$ cat src/rtl/fetch_align.sv
//==============================================================================
// Module      : fetch_align
// Description : Instruction fetch/align stage. Drives the slot pointer to the
//               instruction memory, selects the addressed 32-bit slot from the
//               returned pair word and skips zero padding slots. Presents one
//               instruction per handshake to decode. Handles branch/jump
//               redirects and halts after a run of padding slots.
//               Optional feature macro: FETCH_RVC_EN (compressed-instruction
//               detection and zero-extension of 16-bit instructions).
// Revision    : 1.0 - initial release
//==============================================================================
`default_nettype none

module fetch_align #(
   parameter int ZERO_RUN_HALT = 8
) (
   input  logic        clk,
   input  logic        reset,
   output logic [5:0]  PC_Sel,
   input  logic [63:0] IR,
   output logic [31:0] instr_out,
   output logic        instr_c,
   output logic [5:0]  instr_slot,
   output logic        instr_valid,
   input  logic        instr_ready,
   input  logic        redirect_valid,
   input  logic [5:0]  redirect_slot,
   output logic        halted
);

   localparam logic [0:0] ST_RUN  = 1'b0;
   localparam logic [0:0] ST_HALT = 1'b1;

   localparam logic [5:0] HALT_RUN = 6'(ZERO_RUN_HALT);

   logic [0:0]  state;
   logic [0:0]  state_nxt;
   logic [5:0]  pc;
   logic [5:0]  zrun;
   logic [5:0]  zrun_inc;
   logic [31:0] slot_word;
   logic [31:0] load_word;
   logic        load_c;
   logic        slot_zero;
   logic        le;
   logic        halt_hit;

   assign PC_Sel    = pc;
   // Even slot lives in the upper half of the pair word.
   assign slot_word = pc[0] ? IR[31:0] : IR[63:32];
   assign slot_zero = (slot_word == 32'h0000_0000);
   assign le        = !instr_valid || instr_ready;
   assign zrun_inc  = zrun + 6'd1;
   assign halt_hit  = (zrun_inc == HALT_RUN);

`ifdef FETCH_RVC_EN
   // Anything whose low two bits are not 2'b11 is a 16-bit compressed opcode.
   assign load_c    = (slot_word[1:0] != 2'b11);
   assign load_word = load_c ? {16'h0000, slot_word[15:0]} : slot_word;
`else
   assign load_c    = 1'b0;
   assign load_word = slot_word;
`endif

   // FSM state register.
   always_ff @(posedge clk or negedge reset) begin
      if (!reset) begin
         state <= ST_RUN;
      end else begin
         state <= state_nxt;
      end
   end

   // FSM next state: redirect always returns to RUN; a long padding run halts.
   always_comb begin
      state_nxt = state;
      if (redirect_valid) begin
         state_nxt = ST_RUN;
      end else if (state == ST_RUN && le && slot_zero && halt_hit) begin
         state_nxt = ST_HALT;
      end
   end

   // FSM outputs.
   always_comb begin
      halted = (state == ST_HALT);
   end

   // Slot pointer, padding counter and decode output register.
   always_ff @(posedge clk or negedge reset) begin
      if (!reset) begin
         pc          <= 6'd0;
         zrun        <= 6'd0;
         instr_out   <= 32'h0000_0000;
         instr_c     <= 1'b0;
         instr_slot  <= 6'd0;
         instr_valid <= 1'b0;
      end else if (redirect_valid) begin
         // Any same-cycle handshake still completes; otherwise the held
         // instruction is simply dropped.
         pc          <= redirect_slot;
         zrun        <= 6'd0;
         instr_valid <= 1'b0;
      end else if (state == ST_RUN) begin
         if (le) begin
            pc <= pc + 6'd1;
            if (slot_zero) begin
               zrun        <= zrun_inc;
               instr_valid <= 1'b0;
            end else begin
               zrun        <= 6'd0;
               instr_out   <= load_word;
               instr_c     <= load_c;
               instr_slot  <= pc;
               instr_valid <= 1'b1;
            end
         end
      end else begin
         // HALT: only drain the pending instruction.
         if (instr_valid && instr_ready) begin
            instr_valid <= 1'b0;
         end
      end
   end

endmodule

`default_nettype wire

$ cat config.mk
export PLATFORM = sky130hd
export DESIGN_NAME = fetch_align
export DESIGN_NICKNAME = d
export VERILOG_FILES = /design/src/rtl/fetch_align.sv
export SDC_FILE = /design/constraint.sdc
export NUM_CORES = 1
export LEC_CHECK = 0
export CORE_MARGIN = 5
export CORE_UTILIZATION = 25
export DETAILED_ROUTE_END_ITERATION = 10
export GPL_TIMING_DRIVEN = 0
export PLACE_DENSITY = 0.52
export SLEW_MARGIN = 0
export SYNTH_ARGS = -nofsm -noshare
export SYNTH_HDL_FRONTEND = slang
export SYNTH_SLANG_ARGS = --single-unit
$ cat constraint.sdc
create_clock -name clk -period 2.4 [get_ports clk]
set_input_delay 0.36 -clock clk [delete_from_list [all_inputs] [get_ports clk]]
set_output_delay 0.36 -clock clk [all_outputs]
set_load 0.01 [all_outputs]
# ---- Word-level counts from Yosys, hierarchy flattened
# Index checks and enable logic that the tools add are counted.
dict set report totals {
  n_memories 0
  rom_bits 0
  reg_bits 52
  latch_bits 0
  in_bits 74
  ram_bits 0
  word_cells 42
}
dict set report op_classes {
  reduce_logical 13
  shifts 0
  n_mux 15
  div_mod_pow 0
  bitwise_logic 3
  n_mul 0
  n_eq_ne 3
  addsub 2
  n_lt_le_gt_ge 0
}
# cell count
set ops {}
lappend ops {{6-bit two-way mux} 7}
lappend ops {{32-bit logical NOT} 1}
lappend ops {{32-bit two-way mux} 1}
lappend ops {{6-bit by 1-bit adder with 6-bit output, second input constant} 2}
lappend ops {{1-bit two-way mux} 7}
lappend ops {{6-bit by 4-bit equality test with 1-bit output, second input constant} 1}
lappend ops {{1-bit logical AND} 4}
lappend ops {{2-bit AND reduction} 2}
lappend ops {{4-bit AND reduction} 1}
lappend ops {{2-bit nonzero test} 2}
lappend ops {{3-bit by 2-bit inequality test with 1-bit output, second input constant} 1}
lappend ops {{1-bit NOT} 3}
lappend ops {{3-bit nonzero test} 1}
lappend ops {{2-bit inequality test, second input constant} 1}
lappend ops {{1-bit logical NOT} 1}
lappend ops {{1-bit logical OR} 1}

# ---- Logic depth before layout (Yosys ltp)
# Gate-level depths: netlist of the first run.
dict set report depth {
  ltp_word 7
  mapped_depth 7
  ltp_nobuf 5
}

# ---- Worst setup path after synthesis of the first run
# No wires, ideal clock.
dict set report synth_timing {
  path_kind {register -> register}
  from {reg pc[0] (netlist: PC_Sel[0])}
  to {reg instr_out[10]}
  n_path_buf 2
  arrival_ns 1.987
  period_less_slack_ns 2.112
  required_ns 2.275
  path_slack_ns 0.288
  stages_incl_launch_ff 8
  setup_ns 0.125
  cell_sequence {dfrtp_1 > or4_1 > o22a_1 > a21oi_2 > a211oi_1 > buf_4 > buf_6 > mux2_4}
}
dict set report synth_via {
  elab_chain_cells 4
}
# element line
set synth_rtl {}
lappend synth_rtl {{from (decl)} 38} ;# logic [5:0] pc;
lappend synth_rtl {{from (signal assigned)} 101} ;# pc <= redirect_slot;
lappend synth_rtl {{from (signal assigned)} 106} ;# pc <= pc + 6'd1;
lappend synth_rtl {{32-bit two-way mux *} 50} ;# assign slot_word = pc[0] ? IR[31:0] : IR[63:32];
lappend synth_rtl {{32-bit logical NOT} 51} ;# assign slot_zero = (slot_word == 32'h0000_0000);
lappend synth_rtl {{1-bit NOT (no line)} --}
lappend synth_rtl {{4-bit AND reduction (no line)} --}
lappend synth_rtl {{to (signal assigned)} 112} ;# instr_out <= load_word;
lappend synth_rtl {{to (decl)} 21} ;# output logic [31:0] instr_out,
# Mark *: on every way between the ends. The rest lies on a longest branch, timed or not.
# A chain may end at the register's enable or synchronous reset.

# ---- Final worst setup path of the first run
dict set report layout_timing {
  from {in IR[5]}
  to {reg instr_out[21]}
}
dict set report layout_via {
  elab_chain_cells 4
}
# element line
set layout_rtl {}
lappend layout_rtl {{from (decl)} 20} ;# input logic [63:0] IR,
lappend layout_rtl {{32-bit two-way mux} 50}
lappend layout_rtl {{32-bit logical NOT} 51}
lappend layout_rtl {{1-bit NOT (no line)} --}
lappend layout_rtl {{4-bit AND reduction (no line)} --}
# No other way between the ends.

==> impl_metrics.json, run 1 <==
{
  "drive_gt1_share_pct": 25.4,
  "dp_hpwl_mm": 6.87,
  "layout_commonest_cell": "clkdlybuf4s50_1",
  "post-route-min-period_ns": 2.30,
  "cts_hold_buffers": 0,
  "cts.sinks": 52,
  "syn_area_mm2": 0.00283,
  "routedWlPerCell_um": 17.5,
  "peakVddDrop_mv": 0.376,
  "first_pass_iters": 4,
  "synthAdderAreaFrac_pct": 1.32,
  "synth.area.top_cells": "dfrtp_1, mux2_2, mux2_4, nor4_1, nand2_1",
  "status": "completed",
  "dr_total_vias": 2327,
  "fmax_ghz": 0.435,
  "diodes": 0,
  "synth_top_family_by_area": "multiplexers",
  "yosysWarnings": 0,
  "grt.total_usage_pct": 13.3,
  "layout_common_cells": "clkdlybuf4s50_1, dfrtp_1, mux2_2, mux2_4, nand2_1",
  "place.gp.congestion": 0.770,
  "antenna_found_initial": 0,
  "grt_pass1_vias": 2511,
  "fin_crit_sh_pct": 95.9,
  "synth-edff-count": 0,
  "maxCapViolations": 0,
  "ys_types": 40,
  "leakage_nw": 1.75,
  "grtUsageMet1_pct": 17.3,
  "slew_violations": 0,
  "cts_tree": "done",
  "rows": 38,
  "clock-root-buffer": "clkbuf_16",
  "synth-compound-area-share_pct": 4.99,
  "die-area_mm2": 0.0136,
  "layout_setup_ws_ns": 0.0990,
  "slew-limit-headroom_pct": 55.3,
  "fin_hold_ws_ns": 0.109,
  "grt_pass1_wl_mm": 14.0,
  "area_growth_pct": 55.3,
  "ant_nets": 0,
  "finalNonFillerCells": 506,
  "crit_path_start_kind": "input pin",
  "yosysSeqAreaShare_pct": 45.9,
  "synth_nets": 312,
  "die_h_um": 116,
  "ys_seq_elements": 52,
  "synth-main-ff-cell": "dfrtp_1",
  "synth-simple-area-share_pct": 12.3,
  "finalSetupTns_ns": 0,
  "met3_usage_pct": 3.89,
  "synth_top_area_cell": "dfrtp_1",
  "numCtsBuffers": 5,
  "worst_pin_slew_ns": 0.670,
  "n_fill_cell": 1097,
  "start_util_pct": 25.8,
  "ys_async_sr_fraction_pct": 100,
  "hold_viol_final": 0,
  "synth_top_cell_area_share_pct": 45.9,
  "h-tree-depth": 2,
  "critPathMaxFanout": 10,
  "clk_latency_ns": 0.28,
  "layout.nets": 442,
  "vias_per_cell": 4.60,
  "clock_skew_ns": 0.00351,
  "p_per_area_mw_per_mm2": 629,
  "multi_input_area_mm2": 0.00146,
  "busiest_layer": "met2",
  "arrival_ns": 2.47,
  "avgSynthCellArea_um2": 12.1,
  "synth_xor_area_share_pct": 1.55,
  "io_buffers": 119,
  "core_mm2": 0.0110,
  "grt_max_degree": 28,
  "met2_usage_pct": 22.3,
  "seq_area_mm2": 0.00130,
  "hp-class": "in2async",
  "cp_data_required_time_ns": 2.57,
  "clk_pin_slew_ns": 0.06,
  "gr-total-overflow": 0,
  "drc_errors": 0,
  "dp_cells": 495,
  "routed_wl_mm": 8.86,
  "drtIter0Drc": 80,
  "pre_cts_ws_ns": -0.384,
  "critPathCaptureType": "flip-flop",
  "worstSetupPathType": "in2reg",
  "boundaryPins": 121,
  "yosys-mux-area-fraction_pct": 30.8,
  "setup_viol": 0,
  "cts_buffer_depth": 2,
  "synthCells": 235,
  "die_w_um": 116
}
[worst max-delay path, stage by stage]
cell             delay [ns]
clkdlybuf4s50_1        0.43
or4b_1                 0.53
o22a_1                 0.23
a21oi_2                0.16
a211oi_1               0.11
buf_4                  0.18
buf_6                  0.16
mux2_4                 0.30
[power breakdown]
group          switching, mW  internal (mW)
clock                  0.303          0.417
combinational          0.346          0.594
sequential            0.0883           1.02
total                  0.737           2.03
[layer usage]
metal	part of all wire [%]	wire, um
met2	48	4290
met1	43	3830
met4	0.45	40
met5	0	0
met3	7.9	701
[timing repair]
item | 4_1_cts | 5_1_grt
pin swaps | 0 | 0
endpoints found under the setup margin | 30 | 21
setup buffers | 0 | 3
gates resized for setup | 3 | 1
gates cloned | 0 | 0
[flip-flops by register name, indices dropped and copies added (netlist names)]
signal	count
halted	1
instr_slot	6
instr_out	32
zrun	6
PC_Sel	6
instr_valid	1
[area by class of cell]
type	count	share of cell area, %
multi-input combinational	167	33.3
tap	140	3.98
sequential	52	29.6
inverter	1	0.0853
timing repair buffer	123	27.9
buffer	15	1.88
clock buffer	8	3.33
[kinds of logic (layout without fill, tap and decap cells)]
family,after synthesis,after routing
adder cells (fa/ha/maj),3,3
flip-flops,52,52
buffers and inverters,16,147
XOR/XNOR,5,5
AO/OA/AOI/OAI,23,23
other,1,1
multiplexers,71,71
AND/OR/NAND/NOR,64,64
[Yosys cell counts, types with 2 or more instances]
cell type / instances
a21oi_1: 7
a31oi_1: 3
buf_2: 2
buf_4: 2
buf_6: 2
clkbuf_1: 8
dfrtp_1: 52
ha_1: 3
mux2_2: 50
mux2_4: 20
nand2_1: 17
nand3_1: 7
nand4_1: 9
nor2_1: 3
nor3_1: 5
nor3b_1: 2
nor4_1: 11
nor4b_1: 2
o21ai_0: 6
xor2_1: 4
[stage by stage]
stage | power [mW] | utilization, % | area [um^2]
after global routing | 2.92 | 40.1 | 4400
after CTS | 2.81 | 39.8 | 4380
after floorplan | 1.52 | - | 2830
after global placement | 2.06 | 38.2 | 4200
final | 2.77 | 40.1 | 4400
after detailed placement | 2.07 | 38.4 | 4220
[path summary, 6_finish.rpt]
path | startpoint | to | slack [ns] | cells past startpoint
max in group asynchronous | reset | PC_Sel[2]$_DFFE_PN0P_ | 1.71 | 2
hold reg to reg | instr_out[28]$_DFFE_PN0P_ | instr_out[28]$_DFFE_PN0P_ | 0.50 | 1
setup / recovery | IR[5] | instr_out[21]$_DFFE_PN0P_ | 0.1 | 8
hold / removal | reset | instr_slot[0]$_DFFE_PN0P_ | 0.11 | 1
setup reg to reg | PC_Sel[0]$_DFFE_PN0P_ | instr_out[21]$_DFFE_PN0P_ | 0.13 | 7
min in group clk | instr_out[28]$_DFFE_PN0P_ | instr_out[28]$_DFFE_PN0P_ | 0.50 | 1
(Power assumes the default switching activity.)
==> run 2: changes to the inputs <==
--- a/config.mk
+++ b/config.mk
@@ -5,6 +5,7 @@
 export SDC_FILE = /design/constraint.sdc
 export NUM_CORES = 1
 export LEC_CHECK = 0
+export ABC_CLOCK_PERIOD_IN_PS = 2400
 export CORE_MARGIN = 5
 export CORE_UTILIZATION = 25
 export DETAILED_ROUTE_END_ITERATION = 10
==> results of run 2 <==
The final DEF is identical to that of run 1; final timing and power are the same.
==> run 3: changes to the inputs <==
--- a/config.mk
+++ b/config.mk
@@ -7,10 +7,10 @@
 export LEC_CHECK = 0
 export ABC_CLOCK_PERIOD_IN_PS = 2400
 export CORE_MARGIN = 5
-export CORE_UTILIZATION = 25
+export CORE_UTILIZATION = 39
 export DETAILED_ROUTE_END_ITERATION = 10
-export GPL_TIMING_DRIVEN = 0
-export PLACE_DENSITY = 0.52
+export GPL_TIMING_DRIVEN = 1
+export PLACE_DENSITY = 0.75
 export SLEW_MARGIN = 0
 export SYNTH_ARGS = -nofsm -noshare
 export SYNTH_HDL_FRONTEND = slang
==> run 3 against run 2 <==
- clock-buffer cell count decreased by 3
- combinational power about the same
- worst setup slack better by 0.15 ns
- largest cell class unchanged
- die area is 33% lower
- critical endpoint is now instr_slot[5]$_DFFE_PN0P_
==> impl_metrics.json, run 3 (same netlist as run 1, synthesis figures left out) <==
{
  "ant_nets": 0,
  "post-route-min-period_ns": 2.15,
  "layout_commonest_cell": "clkdlybuf4s50_1",
  "first_pass_iters": 4,
  "cts_hold_buffers": 0,
  "grt_pass1_wl_mm": 12.6,
  "multi_input_area_mm2": 0.00146,
  "boundaryPins": 121,
  "slew_violations": 0,
  "gr-total-overflow": 0,
  "cts_tree": "done",
  "maxCapViolations": 0,
  "cp_data_required_time_ns": 2.59,
  "fin_hold_ws_ns": 0.102,
  "antenna_found_initial": 0,
  "fmax_ghz": 0.465,
  "critPathMaxFanout": 14,
  "drive_gt1_share_pct": 26.6,
  "vias_per_cell": 5.07,
  "hp-class": "in2async",
  "critPathCaptureType": "flip-flop",
  "pre_cts_ws_ns": -0.0799,
  "arrival_ns": 2.34,
  "drtIter0Drc": 71,
  "die_w_um": 95.2,
  "grt.total_usage_pct": 17.8,
  "h-tree-depth": 2,
  "layout.nets": 437,
  "clock_skew_ns": 0.00920,
  "io_buffers": 119,
  "routedWlPerCell_um": 17.1,
  "placedInstanceArea_mm2": 0.00422,
  "rows": 31,
  "utilization_pct": 60.3,
  "cts.sinks": 52,
  "slew-limit-headroom_pct": 51.4,
  "dr_total_vias": 2330,
  "crit_path_start_kind": "input pin",
  "layout_common_cells": "clkdlybuf4s50_1, dfrtp_1, mux2_2, mux2_4, nand2_1",
  "reg2regPathDepth": 6,
  "status": "completed",
  "diodes": 0,
  "die-area_mm2": 0.00907,
  "hold_viol_final": 0,
  "start_util_pct": 39.5,
  "worst_pin_slew_ns": 0.729,
  "cpPeakStageDelay_ns": 0.54,
  "layout_setup_ws_ns": 0.249,
  "worstSetupPathType": "in2reg",
  "area_growth_pct": 52.8,
  "cts_buffer_depth": 2,
  "leakage_nw": 1.75,
  "setup_viol": 0,
  "cp.depth": 7,
  "drc_errors": 0,
  "n_fill_cell": 598,
  "grt_pass1_vias": 2519,
  "seq_area_mm2": 0.00130,
  "cts_setup_buffers": 0,
  "design_area_mm2": 0.00433,
  "dp_hpwl_mm": 6.20,
  "regMostFlops": "instr_out",
  "place.gp.congestion": 0.762,
  "crit_slowest_cell": "or4b_1",
  "critPathTopFamily": "buffers and inverters",
  "clk_pin_slew_ns": 0.10,
  "clk_latency_ns": 0.30,
  "cp_cell_sequence": "clkdlybuf4s50_1 -> or4b_1 -> o22a_1 -> a21oi_2 -> a211oi_4 -> buf_12 -> mux2_4",
  "cts_resized": 0,
  "cp.buffers_inverters": 2,
  "grt_max_degree": 34,
  "numCtsBuffers": 5,
  "clock-root-buffer": "clkbuf_8",
  "largest_register_ffs": 32,
  "p_per_area_mw_per_mm2": 613,
  "rsz0062_at_grt": "false",
  "routed_wl_mm": 7.87,
  "die_h_um": 95.2,
  "core_mm2": 0.00718,
  "fin_crit_sh_pct": 89.6,
  "peakVddDrop_mv": 0.356
}
==> run 3: cell types whose count changed in the layout (fill, tap and decap cells not counted), sizes merged <==
cell,previous run,this run
clkbuf,16,5
buf,12,15
bufinv,0,1
clkinv,0,1
clkinvlp,0,1
==> run 3: path summary, 6_finish.rpt <==
check,slack (ns),to,start
min in group clk,0.51,instr_out[3]$_DFFE_PN0P_,instr_out[3]$_DFFE_PN0P_
min reg2reg,0.51,instr_out[3]$_DFFE_PN0P_,instr_out[3]$_DFFE_PN0P_
max in group asynchronous,1.64,PC_Sel[5]$_DFFE_PN0P_,reset
min,0.10,instr_out[18]$_DFFE_PN0P_,reset
max reg2reg,0.28,instr_slot[5]$_DFFE_PN0P_,PC_Sel[0]$_DFFE_PN0P_
max,0.25,instr_slot[5]$_DFFE_PN0P_,IR[5]
==> run 3: metal layers <==
metal | up-vias | global-route usage [%] | routed length (um)
met3 | 10 | 4.10 | 604
met1 | 1117 | 22.9 | 3420
li1 | 1121 | - | -
met2 | 82 | 30.3 | 3730
met5 | - | 0 | 0
met4 | 0 | 4.57 | 111
==> run 3: power breakdown <==
| part | switching (mW) | internal [mW] |
|---|---|---|
| combinational | 0.334 | 0.606 |
| sequential | 0.0967 | 1.02 |
| clock | 0.287 | 0.309 |
| total | 0.718 | 1.93 |
==> run 3: final cells by class <==
cell class	instances	area share [%]
multi-input cells	167	33.7
clock buffers	5	1.59
flip-flops and latches	52	30.1
clock inverters	3	0.983
well taps	99	2.86
repair buffers	133	30.7
inverters	1	0.0867
==> run 3: through the flow <==
stage / TNS [ns] / std cells / power (mW)
after global placement: -0.290 / 452 / 2.06
final: 0 / 460 / 2.65
after CTS: 0 / 460 / 2.69
after detailed placement: -2.40 / 452 / 2.08
after floorplan: 0 / 235 / 1.52
after global routing: 0 / 460 / 2.79
